--- src/rtl/razor_section_monitor.sv ---
// Razor error-recovery and error-rate controller for one FPTD section.
// Each channel compares its main sample against the Razor shadow sample,
// substitutes the shadow value on mismatch and signals the neighbour.
// Errors are counted per window to request supply adjustments, and a
// run of consecutive erroneous cycles latches a sticky failure flag.
module razor_section_monitor #(
    parameter int unsigned C          = 15,
    parameter int unsigned W          = 5,
    parameter int unsigned WINDOW     = 16,
    parameter int unsigned CNT_W      = 8,
    parameter int unsigned ERR_HI     = 4,
    parameter int unsigned ERR_LO     = 0,
    parameter int unsigned MAX_CONSEC = 3
) (
    input  logic             Clock,
    input  logic             nReset,
    input  logic             Enable,
    input  logic [C*W-1:0]   main_d,
    input  logic [C*W-1:0]   shadow_d,
    input  logic [C-1:0]     Error_previous,
    output logic [C*W-1:0]   q,
    output logic [C-1:0]     Error_current,
    output logic             any_error,
    output logic [CNT_W-1:0] last_count,
    output logic             window_done,
    output logic             vdd_up,
    output logic             vdd_down,
    output logic             fail
);

    localparam int unsigned WC_W  = (WINDOW > 1) ? $clog2(WINDOW) : 1;
    localparam int unsigned E_W   = $clog2(C + 1);
    localparam int unsigned SUM_W = ((CNT_W > E_W) ? CNT_W : E_W) + 1;
    localparam int unsigned CS_W  = $clog2(MAX_CONSEC + 1);
    localparam logic [SUM_W-1:0] CNT_MAX  = SUM_W'({CNT_W{1'b1}});
    localparam logic [WC_W-1:0]  WIN_LAST = WC_W'(WINDOW - 1);
    localparam bit FAIL_ON_FIRST = (MAX_CONSEC <= 1);

    typedef enum logic [1:0] {
        ST_OK,
        ST_CONSEC,
        ST_FAILED
    } state_t;

    state_t           state, state_next;
    logic [CS_W-1:0]  consec, consec_next;

    logic [C*W-1:0]   q_next;
    logic [C-1:0]     err_next;
    logic [E_W-1:0]   e_cnt;
    logic [SUM_W-1:0] sum;
    logic [CNT_W-1:0] total;
    logic [CNT_W-1:0] running;
    logic [WC_W-1:0]  wcnt;
    logic             window_close;

    // Per-channel correction: neighbour stall wins over local mismatch.
    always_comb begin
        q_next   = q;
        err_next = '0;
        if (Enable) begin
            for (int unsigned c = 0; c < C; c++) begin
                if (Error_previous[c]) begin
                    q_next[c*W +: W] = q[c*W +: W];
                end else if (main_d[c*W +: W] != shadow_d[c*W +: W]) begin
                    q_next[c*W +: W] = shadow_d[c*W +: W];
                    err_next[c]      = 1'b1;
                end else begin
                    q_next[c*W +: W] = main_d[c*W +: W];
                end
            end
        end
    end

    // Number of channels flagged on the coming edge.
    always_comb begin
        e_cnt = '0;
        for (int unsigned c = 0; c < C; c++) begin
            e_cnt = e_cnt + E_W'(err_next[c]);
        end
    end

    // Saturating running total including this cycle's errors.
    always_comb begin
        sum          = SUM_W'(running) + SUM_W'(e_cnt);
        total        = (sum > CNT_MAX) ? '1 : sum[CNT_W-1:0];
        window_close = Enable && (wcnt == WIN_LAST);
    end

    // Channel value and error registers.
    always_ff @(posedge Clock or negedge nReset) begin
        if (!nReset) begin
            q             <= '0;
            Error_current <= '0;
        end else begin
            q             <= q_next;
            Error_current <= err_next;
        end
    end

    // Window counter, running total and supply-request pulses.
    always_ff @(posedge Clock or negedge nReset) begin
        if (!nReset) begin
            wcnt        <= '0;
            running     <= '0;
            last_count  <= '0;
            window_done <= 1'b0;
            vdd_up      <= 1'b0;
            vdd_down    <= 1'b0;
        end else begin
            window_done <= 1'b0;
            vdd_up      <= 1'b0;
            vdd_down    <= 1'b0;
            if (window_close) begin
                last_count  <= total;
                running     <= '0;
                wcnt        <= '0;
                window_done <= 1'b1;
                vdd_up      <= (total > CNT_W'(ERR_HI)) || fail;
                vdd_down    <= (total <= CNT_W'(ERR_LO)) && !fail;
            end else if (Enable) begin
                running <= total;
                wcnt    <= wcnt + 1'b1;
            end
        end
    end

    // Consecutive-error state register.
    always_ff @(posedge Clock or negedge nReset) begin
        if (!nReset) begin
            state  <= ST_OK;
            consec <= '0;
        end else begin
            state  <= state_next;
            consec <= consec_next;
        end
    end

    // Consecutive-error next state; FAILED is left only through reset.
    always_comb begin
        state_next  = state;
        consec_next = consec;
        if (Enable) begin
            case (state)
                ST_OK: begin
                    if (e_cnt != '0) begin
                        consec_next = CS_W'(1);
                        state_next  = FAIL_ON_FIRST ? ST_FAILED : ST_CONSEC;
                    end
                end
                ST_CONSEC: begin
                    if (e_cnt != '0) begin
                        consec_next = consec + 1'b1;
                        if (consec_next >= CS_W'(MAX_CONSEC)) begin
                            state_next = ST_FAILED;
                        end
                    end else begin
                        consec_next = '0;
                        state_next  = ST_OK;
                    end
                end
                ST_FAILED: begin
                    state_next = ST_FAILED;
                end
                default: begin
                    state_next  = ST_OK;
                    consec_next = '0;
                end
            endcase
        end
    end

    assign any_error = |Error_current;
    assign fail      = (state == ST_FAILED);

endmodule

--- config.mk ---
export PLATFORM = sky130hd
export DESIGN_NAME = razor_section_monitor
export DESIGN_NICKNAME = d
export VERILOG_FILES = /design/src/rtl/razor_section_monitor.sv
export SDC_FILE = /design/constraint.sdc
export NUM_CORES = 1
export LEC_CHECK = 0
export ABC_AREA = 1
export BUFFER_PORTS_ARGS = -buffer_cell sky130_fd_sc_hd__buf_4
export CAP_MARGIN = 20
export CORE_ASPECT_RATIO = 0.8
export CORE_UTILIZATION = 48
export CTS_BUF_LIST = sky130_fd_sc_hd__clkbuf_16
export DETAILED_ROUTE_END_ITERATION = 7
export PLACE_DENSITY_LB_ADDON = 0.15
export SETUP_SLACK_MARGIN = 0.15
export SLEW_MARGIN = 40
export SYNTH_ARGS = -nofsm -noshare
export SYNTH_HDL_FRONTEND = slang
export SYNTH_SLANG_ARGS = --single-unit
--- constraint.sdc ---
create_clock -name Clock -period 2 [get_ports Clock]
set_input_delay 0.1 -clock Clock [delete_from_list [all_inputs] [get_ports Clock]]
set_output_delay 0.1 -clock Clock [all_outputs]
set_load 0.02 [all_outputs]
## After elaboration in Yosys (flattened, before gate mapping)

Index checks and enable logic that the tools add are counted.

| word-level totals | value |
|---|---|
| word-level logic and storage cells | 166 |
| input bits | 168 |
| output and inout port bits | 103 |
| register bits after elaboration | 117 |

| cells by class | value |
|---|---|
| muxes and demuxes | 60 |
| add/subtract/negate cells | 17 |
| order comparisons | 4 |
| eq/ne operators | 20 |
| bitwise logic cells | 16 |
| reduce and logical (&&, ||, !) cells | 25 |

Operators with widths:

| kind | count |
|---|---|
| $mux W5 | 15 |
| $ne A5 B5 Y1 | 15 |
| $add A4 B1 Y4 | 11 |
| $mux W1 | 33 |
| $reduce_and A2 Y1 | 15 |
| $mux W8 | 3 |
| $not A1 Y1 | 16 |
| $mux W15 | 1 |
| $reduce_or A15 Y1 | 1 |
| $pmux W2 S3 | 2 |
| $add A8 B4 Y9 | 1 |
| $gt A9 B8 Y1 const B | 1 |
| $gt A8 B3 Y1 const B | 1 |
| $le A8 B1 Y1 const B | 1 |
| $mux W2 | 4 |
| $mux W4 | 2 |
| $reduce_and A3 Y1 | 2 |
| $add A3 B1 Y4 | 1 |
| $add A4 B1 Y4 const B | 1 |
| $eq A4 B4 Y1 const B | 1 |
| $reduce_bool A4 Y1 | 1 |
| $add A2 B1 Y3 | 1 |
| $ne A3 B3 Y1 const B | 1 |
| $add A1 B1 Y2 | 1 |
| other kinds (10) | 11 |

## Logic depth before layout (Yosys ltp)

| depth | value |
|---|---|
| depth after elaboration | 24 |
| depth in mapped cells | 30 |
| gate-level depth less buffers | 30 |

## Worst setup path before layout

No wires, ideal clock.

| timing | value |
|---|---|
| kind | input port to flip-flop |
| from | input port Enable |
| to | register vdd_up |
| buffers on the path | 2 |
| path slack | -2900 ps |
| setup time | 113 ps |
| cell stages on the path | 23 |
| arrival | 4787 ps |
| path through | inv_2 -> buf_6 -> or2_1 -> buf_2 -> a41oi_1 -> fa_1 -> inv_1 -> fa_1 -> fa_1 -> fa_1 -> fa_1 -> fa_1 -> fa_1 -> inv_1 -> nand3_1 -> nand2_2 -> nand2_1 -> nand2_1 -> nand3_1 -> nor2_1 -> nand3_1 -> nand2_1 -> inv_1 |

| between the ends | value |
|---|---|
| elaborated cells between the ends (all ways) | 22 |
| classes of those cells | add/sub (15); order compare (2); mux (3); reduce/logical (2) |

RTL lines:

| what | RTL line | source |
|---|---|---|
| start, declared | 17 | `input logic Enable,` |
| $mux W15 (*) | 61 | `if (Enable) begin` |
| net err_next[3] | 49 | `logic [C-1:0] err_next;` |
| $add A3 B1 Y4 (*) | 79 | `e_cnt = e_cnt + E_W'(err_next[c]);` |
| $add A4 B1 Y4 (*) (11 in a row) | 79 |  |
| $add A8 B4 Y9 (*) | 85 | `sum = SUM_W'(running) + SUM_W'(e_cnt);` |
| $gt A9 B8 Y1 | 86 | `total = (sum > CNT_MAX) ? '1 : sum[CNT_W-1:0];` |
| $mux W8 (*) | 86 |  |
| $gt A8 B3 Y1 (*) | 119 | `vdd_up <= (total > CNT_W'(ERR_HI)) \|\| fail;` |
| $logic_or A1 B1 Y1 (*) | 119 |  |
| $mux W1 (*) | 114 | `if (window_close) begin` |
| end signal, assigned | 119 |  |
| end, declared | 26 | `output logic vdd_up,` |

Mark *: on every way through the listed nets, which the timed path passes. The rest lies on a longest branch.
A chain may end at the register's enable or synchronous reset.

## Worst setup path in the final report

| timing | value |
|---|---|
| from | input port main_d[2] |
| to | register vdd_up |

| between the ends | value |
|---|---|
| word-level cells in the longest chain between the ends | 24 |

Ends and longest elaborated chain:

| what | RTL line | source |
|---|---|---|
| start, declared | 18 | `input logic [C*W-1:0] main_d,` |
| $ne A5 B5 Y1 (*) | 65 | `end else if (main_d[c*W +: W] != shadow_d[c*W +: W]) begin` |
| $mux W1 (*) | 65 |  |
| $mux W1 (*) | 63 | `if (Error_previous[c]) begin` |
| $mux W15 (*) | 61 |  |
| net err_next[0] | 49 |  |
| $add A1 B1 Y2 (*) | 79 |  |
| $add A2 B1 Y3 (*) | 79 |  |
| $add A3 B1 Y4 (*) | 79 |  |
| $add A4 B1 Y4 (*) (11 in a row) | 79 |  |
| $add A8 B4 Y9 (*) | 85 |  |
| $gt A9 B8 Y1 | 86 |  |
| $mux W8 (*) | 86 |  |
| $gt A8 B3 Y1 (*) | 119 |  |
| $logic_or A1 B1 Y1 (*) | 119 |  |
| $mux W1 (*) | 114 |  |

Marked as above.

==> reports/qor.csv <==
stage,metric,value,unit
yosys,Synth Area in Compound Gates,6.41,%
power,switching share of power,36.5,%
finish,Finished Cell Area,10300,um2
sta,Final period util,232,%
yosys,"top cells by count, synth","nand2_1, dfrtp_1, inv_1",
yosys,Synth cell types,39,
yosys,Cells after Synth,641,
yosys,synthesized area per cell,9.34,um2
placement,Post-DP Area,8780,um2
yosys,largest family of logic cells by synthesized area,simple AND/OR/NAND/NOR gates,
yosys,Post-Syn Nets,828,
sta,Fin Setup TNS,-54400,ps
clock_network,H-tree depth,4,
finish,Fillers,668,
clock_network,CTS tree,yes,
die,starting density of the core,49.2,%
finish,final core utilization,84.3,%
yosys,sequential area share after synthesis,48.9,%
hold_path,cell count of the worst hold path,3,
yosys,ys flop type,dfrtp_1,
detailed_routing,drt first-iter violations,239,
sta,hold_ws,12.2,ps
clock_network,Bufs on Longest Clock Path,2,
worst_setup_path,crit path max fanout,4,
worst_setup_path,Worst setup EP type,flip-flop,
yosys,asr flop ratio synth,100,%
sta,RSZ-0062 raised after global routing,yes,
power,Seq pwr share,27.1,%
sta,fmax,215,MHz
yosys,Post-Synth Simple-Gate Area,19.0,%
power,Pleak,0.00532,uW
outcome,status,"finished, violations left",
clock_network,clock transition at the registers of the reported paths,50,ps
outcome,violated checks,setup timing,
power,power per cell area,1120,nW/um2
detailed_routing,total wire length,20700,um
power,Clk pwr share,26.8,%
finish,Antenna Diode Count,0,
yosys,Ys Warns,0,
sta,final worst path period need,4640,ps
global_route,GRT Residual Overflow,0,
flow_run,max_cap viols,0,
sta,Max Slew Vio Count,0,
die,Die ar.,12900,um2
detailed_routing,via/cell ratio,5.11,
clock_network,Clock Latency Late Sink,410,ps
yosys,Synth Area in Adders,5.35,%
sta,fin worst setup slack,-2640,ps
global_route,GRT Util Overall,32.7,%
global_route,maximum number of pins on one net before global-route repair,46,
finish,Nets,1232,
worst_setup_path,Crit path required time,2310,ps
worst_setup_path,WS Path Type,in -> reg,
yosys,Yosys reg bits,117,
yosys,number of flops mapped to enable cells by yosys,0,
die,Core ar.,12200,um2
global_route,first-pass GRT wire length,32100,um
detailed_routing,drt wl/cell,17.1,um
hold_path,Hold Crit Class,in -> reg,
worst_setup_path,CP Data Arrival Time,4950,ps
clock_network,CTS Buf Count,17,
sta,Finish-stage setup viols,22,
power,combinational power share,46.1,%
power,Tot Pwr,11500,uW
sta,Worst Tran Pin Value,646,ps
yosys,cell taking the most area after synthesis,dfrtp_1,
die,Std-Cell Rows,36,
sta,Setup Skew,1.74,ps
yosys,mux contribution to synthesized area,5.70,%
power,maximum VDD drop,1070,uV
yosys,Post-Syn Area,5990,um2
worst_setup_path,Setup crit start kind,primary input,
die,Die Ht,102,um
placement,HPWL after detailed placement,14300,um
detailed_routing,via count,6181,
clock_network,clock root cell,clkbuf_16,
die,Ports,271,
yosys,xor and xnor area share after synthesis,8.77,%
finish,area delta synth->final,71.2,%
yosys,most common cell in the netlist,nand2_1,
global_route,initial antenna violation count,0,
finish,share of cells above drive strength 1,44.8,%
placement,Final Wtd Congestion,0.858,
detailed_routing,Detail Route Antenna Nets,0,
placement,PortBufs,270,
yosys,Synth area leaders,"dfrtp_1, nand2_1, inv_1, xnor2_1, xor2_1",
sta,Final Hold Fails,0,
power,Sw Pwr,4200,uW
detailed_routing,DRT Pass-1 Iters,5,
die,die width,127,um
clock_network,clk sink count,117,
detailed_routing,drt drc,0,
power,Cell Int Power,7300,uW
sta,Relative slew margins,56.9,%
global_route,vias in the first global route,6476,
worst_setup_path,reg2reg path depth,13,
yosys,Yosys top cell area share,48.9,%
flip-flops by register name, summed over array words and instances, names as in the netlist:
name           cells
last_count         8
vdd_up             1
q                 75
running            8
consec             2
window_done        1
state              2
vdd_down           1
wcnt               4
Error_current     15
path summary, 6_finish.rpt:
check / slack, ps / to / startpoint
worst max-delay path: -2640 / vdd_up$_DFF_PN0_ / main_d[2]
worst min-delay path: 10 / Error_current[7]$_DFF_PN0_ / Error_previous[7]
worst max register to register: 100 / vdd_up$_DFF_PN0_ / running[0]$_DFFE_PN0P_
worst min register to register: 480 / q[50]$_DFFE_PN0P_ / q[50]$_DFFE_PN0P_
max in group asynchronous: 1090 / q[6]$_DFFE_PN0P_ / nReset
min in group asynchronous: 250 / q[39]$_DFFE_PN0P_ / nReset
through the flow:
stage	setup slack [ps]	instances
floorplan	-2690	641
global placement	-3110	1116
detailed placement	-3240	1116
CTS	-2530	1210
global route	-2760	1210
finish	-2640	1210
critical path, cell delays in order:
cell	delay (ps)
buf_6	90
xor2_2	160
a221oi_2	270
a31oi_4	180
fa_1	570
inv_1	60
fa_1	480
fa_1	530
fa_1	430
fa_2	380
fa_2	570
inv_2	60
ha_4	250
nand2_4	60
nand2_4	70
nand3_4	100
nand2_4	70
nand2_4	90
nand3_2	100
nor2_4	120
nand3_1	90
nand2_1	60
inv_1	30
placed cells by master, fill, tap and decap left out, drive strengths merged, types with 4 or more instances in the layout:
cell type | Yosys | routed
nor3 | 12 | 12
a21oi | 5 | 5
clkinv | 0 | 8
dlygate4sd3 | 0 | 57
nor2 | 25 | 25
xnor2 | 30 | 30
mux2 | 28 | 28
ha | 8 | 8
inv | 76 | 78
nand2 | 180 | 180
o21ai | 35 | 35
o22ai | 8 | 8
fa | 11 | 11
or2 | 15 | 15
xor2 | 30 | 30
bufinv | 0 | 4
buf | 9 | 341
clkbuf | 4 | 17
a41oi | 5 | 5
nand3 | 21 | 21
dfrtp | 117 | 117
routing by layer:
layer / up-vias / track usage (%) / share of wire, %
met5: - / 0 / 0
met4: 0 / 17.2 / 4.6
met3: 78 / 8.38 / 6.5
met2: 271 / 59.6 / 52
met1: 2964 / 35.8 / 37
li1: 2868 / - / -
power by group through the flow:
stage / Sequential (uW) / Combinational, uW / Clock, uW
2_1_floorplan: 3430 / 1980 / 0
3_3_place_gp: 3100 / 3910 / 0
3_5_place_dp: 3120 / 4020 / 0
4_1_cts: 3100 / 4940 / 3110
5_1_grt: 3160 / 5740 / 3220
6_report: 3120 / 5300 / 3080
repair_timing:
action / CTS / global route
endpoints found under the hold margin: 99 / 0
resized for setup: 50 / 25
hold buffers: 57 / 0
pin swaps: 20 / 18
setup buffers: 5 / 0
endpoints found under the setup margin: 22 / 22
logic make-up (layout without fill, tap and decap cells):
family / after synthesis / after routing
AOI/OAI and AO/OA: 64 / 64
adders and majority gates: 19 / 19
muxes: 28 / 28
buffers and inverters: 89 / 506
xor gates and xnor gates: 60 / 60
DFF: 117 / 117
and+or+nand+nor: 264 / 264
area by class of cell:
class | instances | area (um2) | area share, %
repair buffers | 398 | 3170 | 30.9
multi-input cells | 435 | 3090 | 30.1
clock buffers | 17 | 425 | 4.15
clock inverters | 15 | 170 | 1.66
inverters | 76 | 290 | 2.83
flip-flops and latches | 117 | 2930 | 28.5
well taps | 152 | 190 | 1.85
Note: power is estimated with default switching activity, not from simulation.
